File: src/rtl/hazard_scoreboard.sv
// Hazard and forwarding controller for the in-order pipeline: tracks in-flight
// destinations after ID and derives forwarding selects, load-use stall and redirect flush.
module hazard_scoreboard #(
  parameter int DEPTH          = 3,
  parameter int REG_AW         = 5,
  parameter int LOAD_AVAIL     = 2,
  parameter int REDIRECT_STAGE = 2,
  parameter int CNT_W          = 32,
  parameter int SEL_W          = 2
) (
  input  logic              clk,
  input  logic              arst_n,
  input  logic              enable,
  input  logic              id_valid,
  input  logic [REG_AW-1:0] id_rs1,
  input  logic [REG_AW-1:0] id_rs2,
  input  logic              id_use_rs1,
  input  logic              id_use_rs2,
  input  logic [REG_AW-1:0] id_rd,
  input  logic              id_reg_write,
  input  logic              id_mem_read,
  input  logic              redirect,
  output logic              stall,
  output logic              flush_id,
  output logic [SEL_W-1:0]  fwd_sel_1,
  output logic [SEL_W-1:0]  fwd_sel_2,
  output logic [CNT_W-1:0]  stall_count,
  output logic [CNT_W-1:0]  flush_count
);

  typedef struct packed {
    logic              v;
    logic [REG_AW-1:0] rd;
    logic              we;
    logic              ld;
  } slot_t;

  typedef struct packed {
    logic [SEL_W-1:0] sel;
    logic             load_hazard;
  } match_t;

  slot_t slots [1:DEPTH];

  logic   stall_int;
  match_t m1, m2;

  // Scanning from the oldest slot down lets the youngest match overwrite older ones.
  function automatic match_t find_match(input logic [REG_AW-1:0] rs, input logic use_rs);
    match_t m;
    m = '0;
    for (int k = DEPTH; k >= 1; k--) begin
      if (use_rs && (rs != '0) && slots[k].v && slots[k].we && (slots[k].rd == rs)) begin
        m.sel         = SEL_W'(k);
        m.load_hazard = slots[k].ld && (k < LOAD_AVAIL);
      end
    end
    return m;
  endfunction

  // NOTE: every always_comb output gets a default first so no path can infer a latch.
  always_comb begin
    m1        = find_match(id_rs1, id_use_rs1);
    m2        = find_match(id_rs2, id_use_rs2);
    stall_int = id_valid && !redirect && (m1.load_hazard || m2.load_hazard);
    fwd_sel_1 = (stall_int && m1.load_hazard) ? '0 : m1.sel;
    fwd_sel_2 = (stall_int && m2.load_hazard) ? '0 : m2.sel;
  end

  assign stall    = stall_int;
  assign flush_id = redirect;

  // NOTE: the slot array is reset explicitly; stale valid bits would create false hazards.
  // NOTE: state uses non-blocking assignments so the shift reads pre-edge slot values.
  always_ff @(posedge clk or negedge arst_n) begin
    if (!arst_n) begin
      for (int k = 1; k <= DEPTH; k++) slots[k] <= '0;
      stall_count <= '0;
      flush_count <= '0;
    end else if (enable) begin
      slots[1] <= (id_valid && !stall_int && !redirect)
                  ? slot_t'{v: 1'b1, rd: id_rd, we: id_reg_write, ld: id_mem_read}
                  : slot_t'('0);
      for (int k = 1; k < DEPTH; k++) begin
        slots[k+1] <= slots[k];
        // Younger-than-redirect slots hold wrong-path instructions.
        if (redirect && (k < REDIRECT_STAGE)) slots[k+1].v <= 1'b0;
      end
      if (stall_int && (stall_count != '1)) stall_count <= stall_count + CNT_W'(1);
      if (redirect && (flush_count != '1)) flush_count <= flush_count + CNT_W'(1);
    end
  end

endmodule

File: config.mk
export PLATFORM = sky130hd
export DESIGN_NAME = hazard_scoreboard
export DESIGN_NICKNAME = d
export VERILOG_FILES = /design/src/rtl/hazard_scoreboard.sv
export SDC_FILE = /design/constraint.sdc
export NUM_CORES = 1
export LEC_CHECK = 0
export BUFFER_PORTS_ARGS = -buffer_cell sky130_fd_sc_hd__buf_2
export CAP_MARGIN = 0
export CORE_MARGIN = 1.5
export CORE_UTILIZATION = 45
export CTS_BUF_LIST = sky130_fd_sc_hd__clkbuf_2
export CTS_CLUSTER_SIZE = 20
export DETAILED_ROUTE_END_ITERATION = 16
export GPL_TIMING_DRIVEN = 0
export PLACE_DENSITY_LB_ADDON = 0.12
export SYNTH_ARGS = -nofsm -noshare
export SYNTH_HDL_FRONTEND = slang
export SYNTH_SLANG_ARGS = --single-unit
File: constraint.sdc
create_clock -name clk -period 2.8 [get_ports clk]
set_input_delay 0.28 -clock clk [delete_from_list [all_inputs] [get_ports clk]]
set_output_delay 0.28 -clock clk [all_outputs]
set_load 0.02 [all_outputs]
==> metrics.yaml, run 1 <==
critical_path:
  cp-startpoint: "slots[22]"
  crit_fanout: 6
  critPathRequiredTime_ns: 2.52
  cpPeakStageDelay_ns: 0.51
  reg2reg_slack_ns: 0.38
  arrival_ns: 2.26
  r2r_end: "stall_count[6]"
  r2r_start: "stall_count[0]"
  critPathTopFamily: "simple AND/OR/NAND/NOR gates"
  cp_num_buf_inv: 1
  crit_chain: "xnor2_1 -> nand4_1 -> nor3_2 -> or2_1 -> and2_1 -> buf_2"
  path_class: "reg -> out"
  cp_slowest_cell: "dfrtp_1"
  start_kind: "flop"
  reg2regPathDepth: 9
  crit_path_end_kind: "output pin"
synthesis:
  synth_commonest_cells: "dfrtp_1 (86), xnor2_1 (72), nand3_1 (37)"
  yosysTopAreaCell: "dfrtp_1"
  syn-cell-area_sq_mm: 0.004308
  synth-edff-count: 0
  synth_cell_types: 45
  async_reset_ff_share_pct: 100.0
  synth-seq-cells: 86
  synth_top_area_share_pct: 49.96
  ys_dominant_reg_cell: "dfrtp_1"
  seq_area_frac_synth_pct: 49.96
  syn_avg_cell_area_sq_um: 11.02
  synth_warnings: 0
  synth_nets: 417
  synth_most_common_cell: "dfrtp_1"
  synth_area_leaders: "dfrtp_1 (50%), xnor2_1 (15%), nand3_1 (4.3%), nand4_1 (4.2%), mux2_2 (3.9%)"
  synthCells: 391
sta:
  finalSetupTns_ns: 0
  grt_setup_unrepaired: "false"
  setup_viol: 0
  worst_pin_slew_ns: 0.8712
  period_needed_ns: 2.540
  fin_skew_ns: 0.03416
  finalMaxSlewViolations: 0
  hold_viol_final: 0
  max_freq_mhz: 393.8
  timing.slew.headroom_pct: 41.77
  fin_crit_sh_pct: 90.70
power:
  power.leakage_nw: 2.505
  seq_power_share_pct: 59.1
  switchingPower_w: 0.0006736
  peakVddDrop_mv: 0.4328
  comb_power_share_pct: 14.3
  power.internal_w: 0.001673
  clkPwrFrac_pct: 26.5
  power_per_cell_area_mw_per_mm2: 454.5
  power_w: 0.002346
  swShare_pct: 28.71
cts:
  cts_root_buf: "clkbuf_2"
  clk_pin_slew_worst_paths_ns: 0.21
  clock_latency_ns: 0.52
  numCtsBuffers: 9
  cts_buffer_depth: 2
  cts.sinks: 86
  htreeDepth: 3
  cts_tree: "yes"
  cts_setup_buffers: 0
cells_and_area:
  area_delta_synth_final_pct: 19.84
  layout-drive-gt1-share_pct: 27.70
  nNetsFinal: 530
  insertedDiodeCount: 0
  instances_no_fill: 638
place:
  gp_congestion: 0.8907
  dpl.cell_count: 614
  numPortBuffers: 93
  dp_hpwl_microns: 6785
global_route:
  grt_antenna_before_repair: 0
  grt_first_pass_wirelength_microns: 14830
  grt-ovfl-total: 0
  grt_pass1_vias: 2954
  groute.usage.overall_pct: 18.58
  grt_max_degree: 47
floorplanning:
  num_io_pins: 94
  coreArea_sq_mm: 0.009240
  die_w_microns: 100.8
  die_area_sq_mm: 0.01017
  rows: 35
  die_h_microns: 100.8
  start_util_pct: 46.62
worst_hold_path:
  hold_path_depth: 3
  min-delay-start: "redirect"
  hold_class: "in -> reg"
  hold_end: "flush_count[0]"
detailed_routing:
  drc: 0
  wl_per_cell_microns: 14.25
  vias: 3259
  drt_iter0_drc: 87
  finalWirelength_microns: 9093
  firstDrtPassIters: 4
  vias_per_cell: 5.108
  final_antenna_net_count: 0
run_status:
  status: "finished, final reports clean"
job:
  cap_violations: 0
==> metrics by stage <==
stage	hold WS [ns]	setup WS [ns]	area, sq um	utilization [%]
floorplan	-0.01559	0.5842	4308	-
global placement	0.4752	0.4792	4935	53.41
detailed placement	0.3058	0.4227	4965	53.73
CTS	0.08922	0.06662	5152	55.76
global route	0.1207	0.1080	5162	55.87
finish	0.1251	0.2605	5162	55.87
==> power groups by stage <==
stage / logic, W / registers (W) / clock network [W]
finish: 0.000336 / 0.00139 / 0.000623
global route: 0.000366 / 0.00140 / 0.000694
CTS: 0.000339 / 0.00139 / 0.000653
detailed placement: 0.000330 / 0.00141 / 0
global placement: 0.000316 / 0.00141 / 0
floorplan: 0.000154 / 0.00144 / 0
==> worst reg2reg max path, stage by stage (launching register included) <==
cell and delay [ns]:
dfrtp_1 0.47, ha_1 0.19, nand3_1 0.12, nor4_2 0.63, nand3b_1 0.19, o211a_1 0.15
buf_2 0.19, buf_6 0.17, nand4_1 0.11, xnor2_1 0.12
==> flip-flops by register name, summed over array words and instances (netlist names) <==
register	flops
flush_count	32
slots	22
stall_count	32
==> worst max-delay path by stage <==
| stage | end | slack, ns | depth (start not counted) |
|---|---|---|---|
| detailed placement | slots[17] | 0.42 | 7 |
| global route | stall | 0.11 | 6 |
| floorplan | flush_count[22] | 0.58 | 5 |
| global placement | stall_count[27] | 0.48 | 8 |
| finish | stall | 0.26 | 6 |
| CTS | stall | 0.07 | 6 |
==> layout make-up <==
cell class	count	area [sq um]
Fill cell	882	4078
Sequential cell	86	2152
Multi-Input combinational cell	292	2097
Timing Repair Buffer	102	575.6
Tap cell	129	161.4
Clock buffer	12	60.06
Buffer	8	50.05
Clock inverter	4	47.55
Inverter	5	18.77
==> placed cells by master (no fill, tap or decap), types with 3 or more instances in the layout <==
master,instances
inv_1,5
mux2_2,15
and3_1,14
nand3b_1,3
nand3_1,37
nor3_1,10
xnor2_1,72
dlygate4sd3_1,8
clkbuf_1,4
xor2_1,17
dfrtp_1,86
buf_2,93
nand2_1,23
nor2_1,20
clkbuf_2,12
and2_1,5
and4_1,4
a22o_1,7
nand4_1,29
==> per-layer routing <==
metal	global-route usage, %	part of all wire [%]	up-vias
li1	-	-	1617
met1	26.47	49	1556
met2	28.33	46	75
met3	3.329	4.0	11
met4	6.934	1.4	0
met5	0	0	-
==> repair_timing <==
action                                 in CTS  in global routing
hold buffers                                8                  0
endpoints found under the hold margin      47                  0
setup endpoints to repair                   0                  1
resized for setup                           0                  2
==> cells by family (layout without fill, tap and decap cells) <==
| logic type | after synthesis | after routing | synth area share (%) |
|---|---|---|---|
| multiplexers | 18 | 18 | 4.734 |
| flip-flops | 86 | 86 | 49.96 |
| XOR/XNOR | 89 | 89 | 18.09 |
| adder cells (fa/ha/maj) | 2 | 2 | 0.5808 |
| AO/OA/AOI/OAI | 19 | 19 | 3.544 |
| AND/OR/NAND/NOR | 164 | 164 | 21.49 |
| buffers and inverters | 13 | 131 | 1.597 |
(Power assumes the default switching activity.)
==> run 2: changes to the inputs <==
- ABC_AREA: unset -> 1
- REMOVE_ABC_BUFFERS: unset -> 1
==> metrics.yaml, run 2 <==
cells_and_area:
  final_core_util_pct: 53.55
  layout-drive-gt1-share_pct: 14.77
  layout_common_cells: "nand2_1 (291), inv_1 (92), buf_2 (92)"
  register_area_sq_mm: 0.002152
  nFillCells: 1180
  nNetsFinal: 910
  reg.largest.list: "flush_count (32), stall_count (32), slots (22)"
  insertedDiodeCount: 0
  multi_input_area_sq_mm: 0.002809
  area_delta_synth_final_pct: 14.56
  final_common_cell: "nand2_1"
global_route:
  grt_first_pass_wirelength_microns: 23740
  grt-ovfl-total: 0
  grt_max_degree: 60
  grt_antenna_before_repair: 0
  groute.usage.overall_pct: 23.52
  grt_pass1_vias: 4865
cts:
  htreeDepth: 3
  cts_root_buf: "clkbuf_2"
  cts.sinks: 86
  clock_latency_ns: 0.58
  numCtsBuffers: 9
  clk_pin_slew_worst_paths_ns: 0.25
  cts_buffer_depth: 2
  cts_tree: "yes"
place:
  dp_hpwl_microns: 10650
  numPortBuffers: 93
  gp_congestion: 0.9031
sta:
  finalMaxSlewViolations: 0
  hold_viol_final: 0
  max_freq_mhz: 395.3
  setup_viol: 0
  finalSetupTns_ns: 0
  worst_pin_slew_ns: 0.7925
  grt_setup_unrepaired: "false"
  holdWs_ns: 0.1346
  timing.slew.headroom_pct: 47.04
  fin_skew_ns: 0.02278
  fin_crit_sh_pct: 90.36
  period_needed_ns: 2.530
floorplanning:
  die_h_microns: 112.6
  rows: 39
  die_w_microns: 112.6
  coreArea_sq_mm: 0.01156
  start_util_pct: 46.75
  num_io_pins: 94
  die_area_sq_mm: 0.01268
critical_path:
  start_kind: "flop"
  arrival_ns: 2.25
  crit_path_end_kind: "output pin"
  path_class: "reg -> out"
  critPathRequiredTime_ns: 2.52
  crit_fanout: 10
detailed_routing:
  drc: 0
  vias: 5274
  final_antenna_net_count: 0
  drt_iter0_drc: 369
  firstDrtPassIters: 5
  wl_per_cell_microns: 13.82
  vias_per_cell: 5.120
  finalWirelength_microns: 14230
worst_hold_path:
  hold_class: "in -> async"
synthesis:
  ys_dominant_reg_cell: "dfrtp_1"
  synth_top_area_share_pct: 39.81
  synth_commonest_cells: "nand2_1 (291), inv_1 (92), dfrtp_1 (86)"
  synth_cell_types: 32
  synth_most_common_cell: "nand2_1"
  syn-cell-area_sq_mm: 0.005406
  yosysTopAreaCell: "dfrtp_1"
  syn_avg_cell_area_sq_um: 6.896
  synth_area_leaders: "dfrtp_1 (40%), nand2_1 (20%), inv_1 (6.4%), xor2_1 (5.2%), nor2_1 (5.1%)"
  synth-seq-cells: 86
  seq_area_frac_synth_pct: 39.81
  synth-edff-count: 0
  async_reset_ff_share_pct: 100.0
  synth_warnings: 0
  synthCells: 784
power:
  peakVddDrop_mv: 0.3841
  clkPwrFrac_pct: 25.5
  power_per_cell_area_mw_per_mm2: 404.5
  power.leakage_nw: 3.182
  swShare_pct: 33.48
  comb_power_share_pct: 18.2
  power.internal_w: 0.001667
  switchingPower_w: 0.0008387
  seq_power_share_pct: 56.3
run_status:
  status: "finished, final reports clean"
job:
  cap_violations: 0
[run 2: final cells by class]
type	count	share of cell area [%]
clock buffers	9	0.7273
clock inverters	5	0.8485
inverters	98	5.980
multi-input cells	586	45.35
flip-flops and latches	86	34.75
well taps	143	2.889
repair buffers	103	9.455
[run 2: cell families after synthesis]
family | share of synthesized area (%)
AOI/OAI and AO/OA | 4.304
xor gates and xnor gates | 7.452
adders and majority gates | 0.4628
buffers and inverters | 8.447
DFF | 39.81
and+or+nand+nor | 39.53
[run 2: what timing repair did]
action	4_1_cts	5_1_grt
setup buffers	0	0
resized for setup	0	3
endpoints found under the setup margin	0	3
endpoints found under the hold margin	94	0
hold buffers	9	0
[run 2: critical path, cell delays in order (launching register included)]
cell and delay [ns]:
dfrtp_1 0.48, nand2_1 0.11, inv_1 0.12, nand2_1 0.06, nor2_1 0.08, nand2_1 0.06, nor2_1 0.17, nand4_1 0.17
nand2_2 0.21, buf_2 0.20
[run 2: path summary, 6_finish.rpt]
check                                 from              end  slack [ns]  cells after the start
max                              slots[23]            stall        0.27                      9
min                                 arst_n  stall_count[31]        0.13                      2
max reg2reg                 flush_count[0]   flush_count[9]        0.37                     11
min reg2reg                flush_count[23]  flush_count[23]        0.50                      1
max in group asynchronous           arst_n  flush_count[28]        2.02                      3
min in group clk                    enable         slots[4]        0.17                      3
[run 2: routing by layer]
metal | routed length, microns | part of all wire, % | track usage [%]
met1 | 6779 | 48 | 33.03
met2 | 6493 | 46 | 36.83
met3 | 691 | 4.9 | 3.834
met4 | 266 | 1.9 | 8.523
met5 | 0 | 0 | 0
[run 2: power groups by stage]
| stage | sequential (W) | combinational [W] | clock (W) |
|---|---|---|---|
| after floorplan | 0.00148 | 0.000204 | 0 |
| final | 0.00141 | 0.000456 | 0.000639 |
| after detailed placement | 0.00143 | 0.000448 | 0 |
| after global routing | 0.00143 | 0.000506 | 0.000708 |
| after global placement | 0.00143 | 0.000435 | 0 |
| after CTS | 0.00141 | 0.000459 | 0.000661 |
[run 2: metrics by stage]
step                worst slack (ns)  cells  area (sq um)  total power (W)
CTS                          0.05696   1030          6180         0.002530
detailed placement            0.1156   1007          5992         0.001879
global route                0.003466   1030          6193         0.002640
floorplan                     0.5681    770          5318         0.001686
finish                        0.2700   1030          6193         0.002505
global placement              0.2067   1006          5962         0.001863
